==> config.mk <==
export PLATFORM = sky130hd
export DESIGN_NAME = uart_echo_buf
export DESIGN_NICKNAME = d
export VERILOG_FILES = /design/src/rtl/uart_pkg.sv /design/src/rtl/sync_fifo_m.sv /design/src/rtl/uart_echo_buf.sv
export SDC_FILE = /design/constraint.sdc
export NUM_CORES = 1
export LEC_CHECK = 0
export ABC_AREA = 0
export CORE_MARGIN = 4
export CORE_UTILIZATION = 35
export CTS_CLUSTER_SIZE = 40
export DETAILED_ROUTE_END_ITERATION = 7
export DONT_BUFFER_PORTS = 1
export PLACE_DENSITY = 0.57
export SLEW_MARGIN = 20
export SYNTH_ARGS = -nofsm -noshare
export SYNTH_HDL_FRONTEND = slang
export SYNTH_SLANG_ARGS = --single-unit
==> constraint.sdc <==
create_clock -name clk -period 2.9 [get_ports clk]
set_clock_uncertainty 0.2 [all_clocks]
set_input_delay 0.435 -clock clk [delete_from_list [all_inputs] [get_ports clk]]
set_output_delay 0.435 -clock clk [all_outputs]
set_load 0.1 [all_outputs]
==> src/rtl/uart_pkg.sv <==
// rtl/uart_pkg.sv - shared constants, FSM encoding and byte helpers for the UART echo path
package uart_pkg;

    localparam int MODE_ECHO = 0;
    localparam int MODE_CASE = 1;
    localparam int MODE_INC  = 2;

    typedef enum logic [1:0] {
        IDLE      = 2'd0,
        LOAD      = 2'd1,
        WAIT_BUSY = 2'd2,
        WAIT_IDLE = 2'd3
    } echo_state_t;

    localparam logic [7:0] ASCII_UC_LO = 8'h41;
    localparam logic [7:0] ASCII_UC_HI = 8'h5A;
    localparam logic [7:0] ASCII_LC_LO = 8'h61;
    localparam logic [7:0] ASCII_LC_HI = 8'h7A;
    localparam logic [7:0] ASCII_CASE_BIT = 8'h20;

    function automatic logic is_alpha(input logic [7:0] b);
        return ((b >= ASCII_UC_LO) && (b <= ASCII_UC_HI)) ||
               ((b >= ASCII_LC_LO) && (b <= ASCII_LC_HI));
    endfunction

    function automatic logic [7:0] case_swap(input logic [7:0] b);
        return is_alpha(b) ? (b ^ ASCII_CASE_BIT) : b;
    endfunction

endpackage

==> src/rtl/sync_fifo_m.sv <==
// rtl/sync_fifo_m.sv - single-clock FIFO with combinational head and occupancy count
module sync_fifo_m #(
    parameter int DATAW     = 8,
    parameter int DEPTHLOG2 = 4
) (
    input  logic                 clk,
    input  logic                 rst_n,
    input  logic                 push,
    input  logic                 pop,
    input  logic [DATAW-1:0]     wdata,
    output logic [DATAW-1:0]     rdata,
    output logic [DEPTHLOG2:0]   level,
    output logic                 full,
    output logic                 empty
);

    localparam int DEPTH = 1 << DEPTHLOG2;

    logic [DATAW-1:0]     mem_q [DEPTH];
    logic [DEPTHLOG2-1:0] wr_ptr_q;
    logic [DEPTHLOG2-1:0] rd_ptr_q;
    logic [DEPTHLOG2:0]   level_q;
    logic                 do_push;
    logic                 do_pop;

    assign empty   = (level_q == '0);
    assign full    = (level_q == (DEPTHLOG2+1)'(DEPTH));
    // A full FIFO still accepts a write when the head leaves in the same cycle.
    assign do_pop  = pop && !empty;
    assign do_push = push && (!full || do_pop);
    assign rdata   = mem_q[rd_ptr_q];
    assign level   = level_q;

    always_ff @(posedge clk) begin
        if (!rst_n) begin
            wr_ptr_q <= '0;
            rd_ptr_q <= '0;
            level_q  <= '0;
        end else begin
            if (do_push) begin
                wr_ptr_q <= wr_ptr_q + DEPTHLOG2'(1);
            end
            if (do_pop) begin
                rd_ptr_q <= rd_ptr_q + DEPTHLOG2'(1);
            end
            case ({do_push, do_pop})
                2'b10:   level_q <= level_q + (DEPTHLOG2+1)'(1);
                2'b01:   level_q <= level_q - (DEPTHLOG2+1)'(1);
                default: level_q <= level_q;
            endcase
        end
    end

    // Storage carries no reset so it can map onto block or distributed RAM.
    always_ff @(posedge clk) begin
        if (do_push) begin
            mem_q[wr_ptr_q] <= wdata;
        end
    end

endmodule

==> src/rtl/uart_echo_buf.sv <==
// rtl/uart_echo_buf.sv - buffered echo engine: FIFO, transmit handshake FSM, transform, overflow count
module uart_echo_buf
    import uart_pkg::*;
#(
    parameter int DATAW     = 8,
    parameter int DEPTHLOG2 = 4,
    parameter int MODE      = 0,
    parameter int OVFW      = 8,
    parameter int BUSYTMO   = 4
) (
    input  logic                 clk,
    input  logic                 rst_n,
    input  logic                 bytercvd,
    input  logic [DATAW-1:0]     q,
    input  logic                 txbusy,
    input  logic                 en,
    input  logic                 clr_ovf,
    output logic                 load,
    output logic [DATAW-1:0]     d,
    output logic [DEPTHLOG2:0]   level,
    output logic                 overflow,
    output logic [OVFW-1:0]      ovf_count
);

    localparam int TMOW = (BUSYTMO < 2) ? 1 : $clog2(BUSYTMO + 1);

    echo_state_t          state_q;
    logic                 load_q;
    logic [DATAW-1:0]     d_q;
    logic [TMOW-1:0]      tmo_q;
    logic                 overflow_q;
    logic [OVFW-1:0]      ovf_count_q;

    logic [DATAW-1:0]     fifo_rdata;
    logic                 fifo_full;
    logic                 fifo_empty;
    logic                 pop;
    logic                 drop;

    function automatic logic [DATAW-1:0] xform(input logic [DATAW-1:0] b);
        logic [DATAW-1:0] r;
        r = b;
        if (MODE == MODE_INC) begin
            r = b + DATAW'(1);
        end else if ((MODE == MODE_CASE) && (DATAW == 8)) begin
            r = DATAW'(case_swap(8'(b)));
        end
        return r;
    endfunction

    assign pop  = (state_q == IDLE) && en && !fifo_empty;
    assign drop = bytercvd && fifo_full && !pop;

    sync_fifo_m #(
        .DATAW     (DATAW),
        .DEPTHLOG2 (DEPTHLOG2)
    ) u_fifo (
        .clk   (clk),
        .rst_n (rst_n),
        .push  (bytercvd),
        .pop   (pop),
        .wdata (q),
        .rdata (fifo_rdata),
        .level (level),
        .full  (fifo_full),
        .empty (fifo_empty)
    );

    always_ff @(posedge clk) begin
        if (!rst_n) begin
            state_q <= IDLE;
            load_q  <= 1'b0;
            d_q     <= '0;
            tmo_q   <= '0;
        end else begin
            load_q <= 1'b0;
            case (state_q)
                IDLE: begin
                    if (pop) begin
                        d_q     <= xform(fifo_rdata);
                        load_q  <= 1'b1;
                        state_q <= LOAD;
                    end
                end
                LOAD: begin
                    tmo_q   <= '0;
                    state_q <= WAIT_BUSY;
                end
                // Give up on a transmitter that never reports busy after a load.
                WAIT_BUSY: begin
                    if (txbusy) begin
                        state_q <= WAIT_IDLE;
                    end else if (tmo_q == TMOW'(BUSYTMO - 1)) begin
                        state_q <= IDLE;
                    end else begin
                        tmo_q <= tmo_q + TMOW'(1);
                    end
                end
                WAIT_IDLE: begin
                    if (!txbusy) begin
                        state_q <= IDLE;
                    end
                end
                default: state_q <= IDLE;
            endcase
        end
    end

    always_ff @(posedge clk) begin
        if (!rst_n) begin
            overflow_q  <= 1'b0;
            ovf_count_q <= '0;
        end else if (clr_ovf) begin
            overflow_q  <= 1'b0;
            ovf_count_q <= '0;
        end else if (drop) begin
            overflow_q <= 1'b1;
            if (ovf_count_q != '1) begin
                ovf_count_q <= ovf_count_q + OVFW'(1);
            end
        end
    end

    assign load      = load_q;
    assign d         = d_q;
    assign overflow  = overflow_q;
    assign ovf_count = ovf_count_q;

endmodule

==> impl.org, run 1 <==
** Run status
- Run status :: finished clean

** Logic synthesis
- Number of enable-type register cells in the synthesized netlist :: between 100 and 150
- Summed instance area of the synthesized netlist :: 6704 sq um
- Prevailing post-synth register cell :: edfxtp_1
- For this run, the number of Yosys warnings is 0.
- The netlist uses 45 different library cells.
- Of all cell types, the one taking the most synthesized area is edfxtp_1.
- Sequential cell area fraction in the yosys report :: 68.09%
- After technology mapping, the gate count stands at 470.
- Averaged over all synthesized cells, the footprint is roughly 14 sq um.
- By area the synthesized netlist is led by edfxtp_1, dfxtp_1, mux2i_1, o22ai_1, ha_1.
- Post-synth top cells :: edfxtp_1, mux2i_1, dfxtp_1
- The most common cell in the synthesized netlist is edfxtp_1.
- Counting flops and latches in the post-synthesis netlist gives 164.
- Share of the synthesized area in the top cell type :: 57.33%
- Async set-or-reset flop fraction in the synthesized netlist :: 0%
- Counting every net in the synthesized netlist gives 497.

** Setup path
- The critical path in this run is classified as register to register.
- For this run, the slowest stage of the critical path takes 580 ps.
- The worst register-to-register path begins at u_fifo.level[2].
- Data required time at the worst endpoint :: 3050 ps
- Data arrives at the worst endpoint at 2890 ps.
- Counting stages on the worst path, the most repeated cell is mux2i_1.
- In this run the worst path has a maximum fanout of 7.
- Cell-by-cell listing of the critical path :: or4_4 -> o31a_1 -> inv_2 -> ha_4 -> ha_1 -> a21o_1 -> a21oi_2 -> mux2i_1 -> mux2i_1
- Startpoint of the worst setup timing path :: u_fifo.level[2]
- Sum of buffers and inverters on the critical path :: 1
- The largest individual stage delay along the critical path comes from the cell or4_4.
- Critical path endpoint category :: register
- Crit start category :: register
- Gate family responsible for the most delay along the worst path :: compound AO/OA/AOI/OAI gates

** Pwr
- Pwr dens :: around 790 nW/um^2
- Summed over all cells, the static leakage comes to 2.483 nW.
- Maximum ir drop on the vdd rail :: 395.8 uV

** GRT
- Met2 capacity usage during global routing :: between 20% and 30%
- Global routing consumed, on the met3 layer, around 2.8% of the routing resources.
- Vias in the first global route :: 3799
- Met1 usage in global routing :: 16.31%
- The number of antenna violations at the first check in global routing came to 1.
- Global routing consumed, over all layers together, between 10% and 20% of the routing resources.
- Entering global routing, the biggest net connects 36 pins.
- After global routing, the most crowded layer is met2.
- The first global-routing pass estimated 21160 microns of wire.
- Overall overflow remaining after global route :: 0

** Timing
- Endpoints failing setup :: 0
- Highest attainable clock frequency :: 0.3645 GHz
- Pin slew with the least headroom to its limit :: 1010 ps
- The final hold violation count came to 0.
- Relative slew margins :: 32.44%
- Tcrit/Tclk final :: 94.60%
- The number of pins with negative max-slew slack in the final report was 0.
- Setup repair after global routing left no endpoint under its margin.
- Across all setup checks in the final design, the least slack found is 156.7 ps.
- Post-layout minimum cycle time :: ~2700 ps

** Drt
- Dividing the detail-routed wire length by the instance count gives 18.21 microns.
- Initial detailed-routing violation count :: ~210
- Antenna viol nets, final :: 0
- Post-Route WL :: 13570 microns
- For this run, the detailed router's first-pass iteration total came to 4.
- The routed layout has 3842 vias.
- Via density :: just over 5
- Drt drc :: 0

** Die
- The die covers 21430 sq um.
- Width of the die :: 146.4 microns
- Initial standard-cell utilization of the core :: 35.72%
- IO Count :: 37
- Die height :: 146.4 microns
- Placeable Area :: 18770 sq um
- Rows :: 50

** Finish
- Number of nets at the end of the flow :: about 530
- Utilization of the core after routing :: 41.50%
- The post-route netlist has 13.70% of its cells at a drive strength greater than 1.
- Seq. cell area :: 4582 sq um
- Fillers :: 1691
- The area growth from synthesis to layout is 16.18%.
- The number of antenna diodes in the final layout is 0.
- In the final layout, the multi-input gates occupy 2011 sq um.

** CTS
- CTS built an H-tree with a depth of 4.
- TritonCTS Sinks :: 164
- Maximum root-to-sink buffer count :: 2
- The cell sitting at the root of the clock tree is a clkbuf_16.
- Clock tree synthesis inserted a total of 17 buffers.
- Clk Latency, worst-skew pair :: 420 ps
- TritonCTS clock tree :: yes
- Number of buffers added for setup after CTS :: 0
- After clock tree synthesis, the clock-pin slew on the worst setup and hold paths is 60 ps.

** Place
- Final weighted congestion of routability-driven global placement :: 0.7896
- During placement, the flow inserted port buffers numbering 0.
- Post-placement worst setup slack :: about 160 ps
- Final HPWL from detailed placement :: 9263 microns

** Job
- Across the run, the number of max-cap violations was 0.

** Hold path
- The worst hold path begins at clr_ovf.
- Path class of the lowest-slack min-delay path :: input port to register
-- cell usage in the layout, fill, tap and decap left out, drive strengths merged, types with 3 or more instances in the layout --
master | netlist | layout
edfxtp | 128 | 128
mux2i | 71 | 71
dfxtp | 36 | 36
o22ai | 32 | 32
buf | 12 | 26
clkbuf | 15 | 20
nor2 | 18 | 18
o21ai | 17 | 17
nand2 | 15 | 15
a21oi | 15 | 15
inv | 8 | 14
ha | 12 | 12
and2 | 11 | 11
nor4 | 10 | 10
dlygate4sd3 | 0 | 10
nand3 | 8 | 8
nand2b | 6 | 6
nor3 | 6 | 6
xnor2 | 6 | 6
nor2b | 6 | 6
or4 | 5 | 5
or3 | 4 | 4
nand3b | 3 | 3
o211ai | 3 | 3
or3b | 3 | 3
clkinv | 0 | 3
-- power by group --
part           leakage (nW)  total (mW)  internal [mW]  switching [mW]
Clock                 0.274        2.14           1.22           0.919
Sequential             1.45        2.88           2.66           0.218
Combinational         0.756        1.15          0.372           0.778
Total                  2.48        6.17           4.26            1.91
-- stage by stage --
step	power [mW]	area (sq um)	hold slack [ps]	TNS (ps)	cells
final	6.172	7789	25.11	0	745
after global routing	6.431	7789	40.63	0	745
after CTS	6.242	7789	5.412	0	745
after detailed placement	4.051	7123	328.1	0	703
after global placement	4.015	7123	301.8	0	703
after floorplan	3.811	6750	287.1	-83.92	470
-- cell type report --
type / instances / area share (%)
clock buffers: 20 / 5.735
clock inverters: 12 / 1.526
inverters: 8 / 0.3855
multi-input cells: 271 / 25.82
flip-flops and latches: 164 / 58.83
well taps: 234 / 3.759
repair buffers: 36 / 3.952
-- state kept, by name (all words and copies together) (netlist names) --
| name | flops |
|---|---|
| u_fifo.mem_q | 128 |
| d | 8 |
| ovf_count | 8 |
| u_fifo.level | 5 |
| u_fifo.rd_ptr_q | 4 |
| u_fifo.wr_ptr_q | 4 |
| tmo_q | 3 |
| state_q | 2 |
| load | 1 |
| overflow | 1 |
-- metal layers --
metal  wire [microns]  share of wire, %
met3              420               3.1
met1             6069                45
met4              219               1.6
met5               12             0.088
met2             6846                50
-- final timing paths --
kind / slack [ps] / cells past startpoint / end
worst max-delay path: 160 / 9 / u_fifo.level[4]
worst min-delay path: 30 / 3 / ovf_count[1]
worst max register to register: 160 / 9 / u_fifo.level[4]
worst min register to register: 340 / 2 / state_q[1]
-- worst register-to-register path, stage by stage (launching register included) --
cell,delay (ps)
dfxtp_4,340
or4_4,580
o31a_1,290
inv_2,80
ha_4,170
ha_1,270
a21o_1,200
a21oi_2,140
mux2i_1,230
mux2i_1,190
-- kinds of logic (layout without fill, tap and decap cells) --
group,count (synthesis),in the layout,synth area share [%]
simple gates,102,102,8.548
mux,71,71,10.60
compound gates,77,77,6.980
flops,164,164,68.09
buf+inv,35,76,2.202
fa+ha+maj,13,13,2.538
xor+xnor,8,8,1.045
-- timing repair --
item,in CTS,in global routing
hold buffers,10,0
setup endpoints to repair,0,0
gates resized for setup,0,0
endpoints found under the hold margin,155,0
(Power assumes the default switching activity.)
==> run 2: changes to the inputs <==
--- a/config.mk
+++ b/config.mk
@@ -6,6 +6,7 @@
 export NUM_CORES = 1
 export LEC_CHECK = 0
 export ABC_AREA = 0
+export CORE_ASPECT_RATIO = 1.2
 export CORE_MARGIN = 4
 export CORE_UTILIZATION = 35
 export CTS_CLUSTER_SIZE = 40
==> impl.org, run 2 (synthesis gave the netlist of run 1 again) <==
** Run status
- Run status :: finished clean

** Finish
- The net count reported at finish is 526 (+0.19%).
- The number of fill cells is 1765 (+4.4%).
- Seq. cell area :: 4582 sq um (unchanged)
- Max reg flops :: 128 (unchanged)
- Area taken by multi-input logic gates :: 2021 sq um (+0.50%)
- Commonest cells after routing, fill and taps aside :: edfxtp_1, mux2i_1, o22ai_1
- The post-route core utilization was 41.63% (+0.13 points).
- u_fifo.mem_q holds more flip-flops than any other register.
- Leaving out fill and tap cells, the most frequent cell in the layout is edfxtp_1.
- Layout-stage area growth over the synthesis result :: 17.10%
- The share of layout cells above drive strength 1 came to 14.06% (+0.36 points).
- Number of inserted diodes :: 0 (unchanged)
- Post-route cell area :: 7850 sq um (+0.79%)

** GRT
- The number of antenna violations at the first check in global routing came to 0 (-1).
- Global routing usage summed across all routing layers :: 13.84% (+0.97 points)
- The wire length of the first global-routing pass came to 22450 microns (+6.1%).
- Vias in the first global route :: 4004 (+5.4%)
- The maximum number of pins on one net before global-route repair was 31 (-14%).
- Overall overflow remaining after global route :: 0 (unchanged)

** CTS
- The H-tree depth is 4 (unchanged).
- The post-CTS setup buffer count was 0 (unchanged).
- CTS hold repair buffers :: 10 (unchanged)
- The number of buffers on the longest clock path came to 2 (unchanged).
- TritonCTS clock tree :: yes
- The clock-pin slew reported for the worst setup and hold paths after clock tree synthesis is 70 ps (about the same).
- Clock tree synthesis selected as its root buffer the cell clkbuf_16.
- TritonCTS Sinks :: 164 (unchanged)
- Total of cells resized after clock tree synthesis :: 0 (unchanged)
- Number of CTS-inserted buffers :: 17 (unchanged)
- Clk Latency, worst-skew pair :: 420 ps (about the same)

** Die
- The die extent in y came to 159.6 microns (+9.0%).
- The starting density of the core was 35.55% (-0.17 points).
- The number of primary I/O pins was 37 (unchanged).
- Width of the die :: 134.3 microns (-8.2%)
- Placeable Area :: 18860 sq um (+0.47%)
- Rows :: 55 (+10%)
- Die outline area :: 21440 sq um (about the same)

** Timing
- Number of slew-limit violations in the final report :: 0 (unchanged)
- The minimum hold slack is 32.79 ps (+7.676 ps).
- Final hold violations :: 0 (unchanged)
- Setup repair after global routing missed its margin :: false
- The pin slew with the least headroom to its limit was 1081 ps (+70.85 ps).
- Post-layout minimum cycle time :: 2724 ps (-19.18 ps)
- Endpoints failing setup :: 0 (unchanged)
- Tcrit/Tclk final :: 93.93% (-0.66 points)
- Highest attainable clock frequency :: 0.3671 GHz (+0.70%)
- Final worst slack :: 175.9 ps (+19.18 ps)
- The worst slew margin relative to its limit is 27.38% (-5.1 points).

** Setup path
- The setup path with the least slack is of type register to register.
- Crit start category :: register
- The worst setup path is captured at a register.
- Data required time at the worst endpoint :: 3050 ps (about the same)
- Worst-path fanout max :: 7 (unchanged)
- Arrival @ worst endpoint :: 2880 ps (about the same)

** Pwr
- NetSw :: 1.961 mW (+2.5%)
- Maximum ir drop on the vdd rail :: 483.8 uV (+22%)
- Part of the total power dissipated in sequential elements :: 46.1% (-0.6 points)
- Leakage :: 2.500 nW (+0.67%)
- Internal power component :: 4.251 mW (-0.17%)
- The switching power share of the total came to 31.57% (+0.56 points).
- The part of the total power dissipated in combinational logic was 19.2% (+0.6 points).
- Pwr dens :: 791.3 nW/um^2 (-0.14%)
- The part of the total power dissipated in the clock network is 34.7% (about the same).

** Drt
- Vias :: 3916 (+1.9%)
- Initial detailed-routing violation count :: 244 (+17%)
- Via density :: 5.099 (-1.1%)
- The final routed wirelength across all metal layers came to 14250 microns (+5.0%).
- Antenna viol nets, final :: 0 (unchanged)
- The number of optimization iterations in the first detailed-route pass is 5 (+1).
- Drt drc :: 0 (unchanged)
- Wire length per cell after detailed routing :: 18.56 microns (+1.9%)

** Place
- Final HPWL from detailed placement :: 9777 microns (+5.5%)
- The placed cell area came to 7171 sq um (+0.67%).
- Count of port buffers added during placement :: 0 (unchanged)
- Post-placement worst setup slack :: 140.6 ps (-19.74 ps)
- Final weighted congestion of routability-driven global placement :: 0.7624 (-3.4%)

** Job
- Max cap viols :: 0 (unchanged)

** Hold path
- In this run the worst hold path is classified as input port to register.
[run 2: changes by cell type in the layout (fill, tap and decap cells not counted), sizes merged]
cell	previous run	this run
clkinv	3	4
clkbuf	20	17
inv	14	17
clkinvlp	2	1
buf	26	27
[run 2: path summary, 6_finish.rpt]
check / start / slack (ps) / depth (start not counted) / endpoint
worst max register to register: u_fifo.level[2] / 180 / 9 / u_fifo.level[4]
worst max-delay path: u_fifo.level[2] / 180 / 9 / u_fifo.level[4]
worst min register to register: ovf_count[5] / 320 / 2 / ovf_count[5]
worst min-delay path: clr_ovf / 30 / 3 / ovf_count[2]
[run 2: final cells by class]
class | instances | share of cell area, %
multi-input combinational | 271 | 25.74
sequential | 164 | 58.37
tap | 256 | 4.080
clock buffer | 17 | 5.419
inverter | 8 | 0.3825
clock inverter | 15 | 1.833
timing repair buffer | 37 | 4.176
[run 2: power groups by stage]
stage | logic, mW | clock network [mW] | registers, mW
2_1_floorplan | 0.628 | 0 | 3.18
5_1_grt | 1.30 | 2.31 | 2.88
3_5_place_dp | 1.15 | 0 | 2.91
6_report | 1.20 | 2.15 | 2.86
4_1_cts | 1.20 | 2.20 | 2.86
3_3_place_gp | 1.13 | 0 | 2.90
[run 2: critical path, cell delays in order, from the launching register on]
cell,delay [ps]
dfxtp_4,340
or4_4,580
o31a_1,290
inv_2,80
ha_4,170
ha_1,270
a21o_1,200
a21oi_2,120
mux2i_1,220
mux2i_1,200
[run 2: per-stage QoR]
| stage | TNS (ps) | total power, mW | std cells |
|---|---|---|---|
| final | 0 | 6.212 | 768 |
| after floorplan | -83.92 | 3.811 | 470 |
| after CTS | 0 | 6.262 | 768 |
| after detailed placement | 0 | 4.061 | 726 |
| after global placement | 0 | 4.035 | 726 |
| after global routing | 0 | 6.482 | 768 |
[run 2: layer usage]
metal / vias up / wire length [microns] / GRT usage, %
li1: 1863 / - / -
met4: 0 / 274 / 4.676
met2: 110 / 6988 / 22.48
met5: - / 0 / 0
met3: 16 / 887 / 4.867
met1: 1927 / 6104 / 17.19
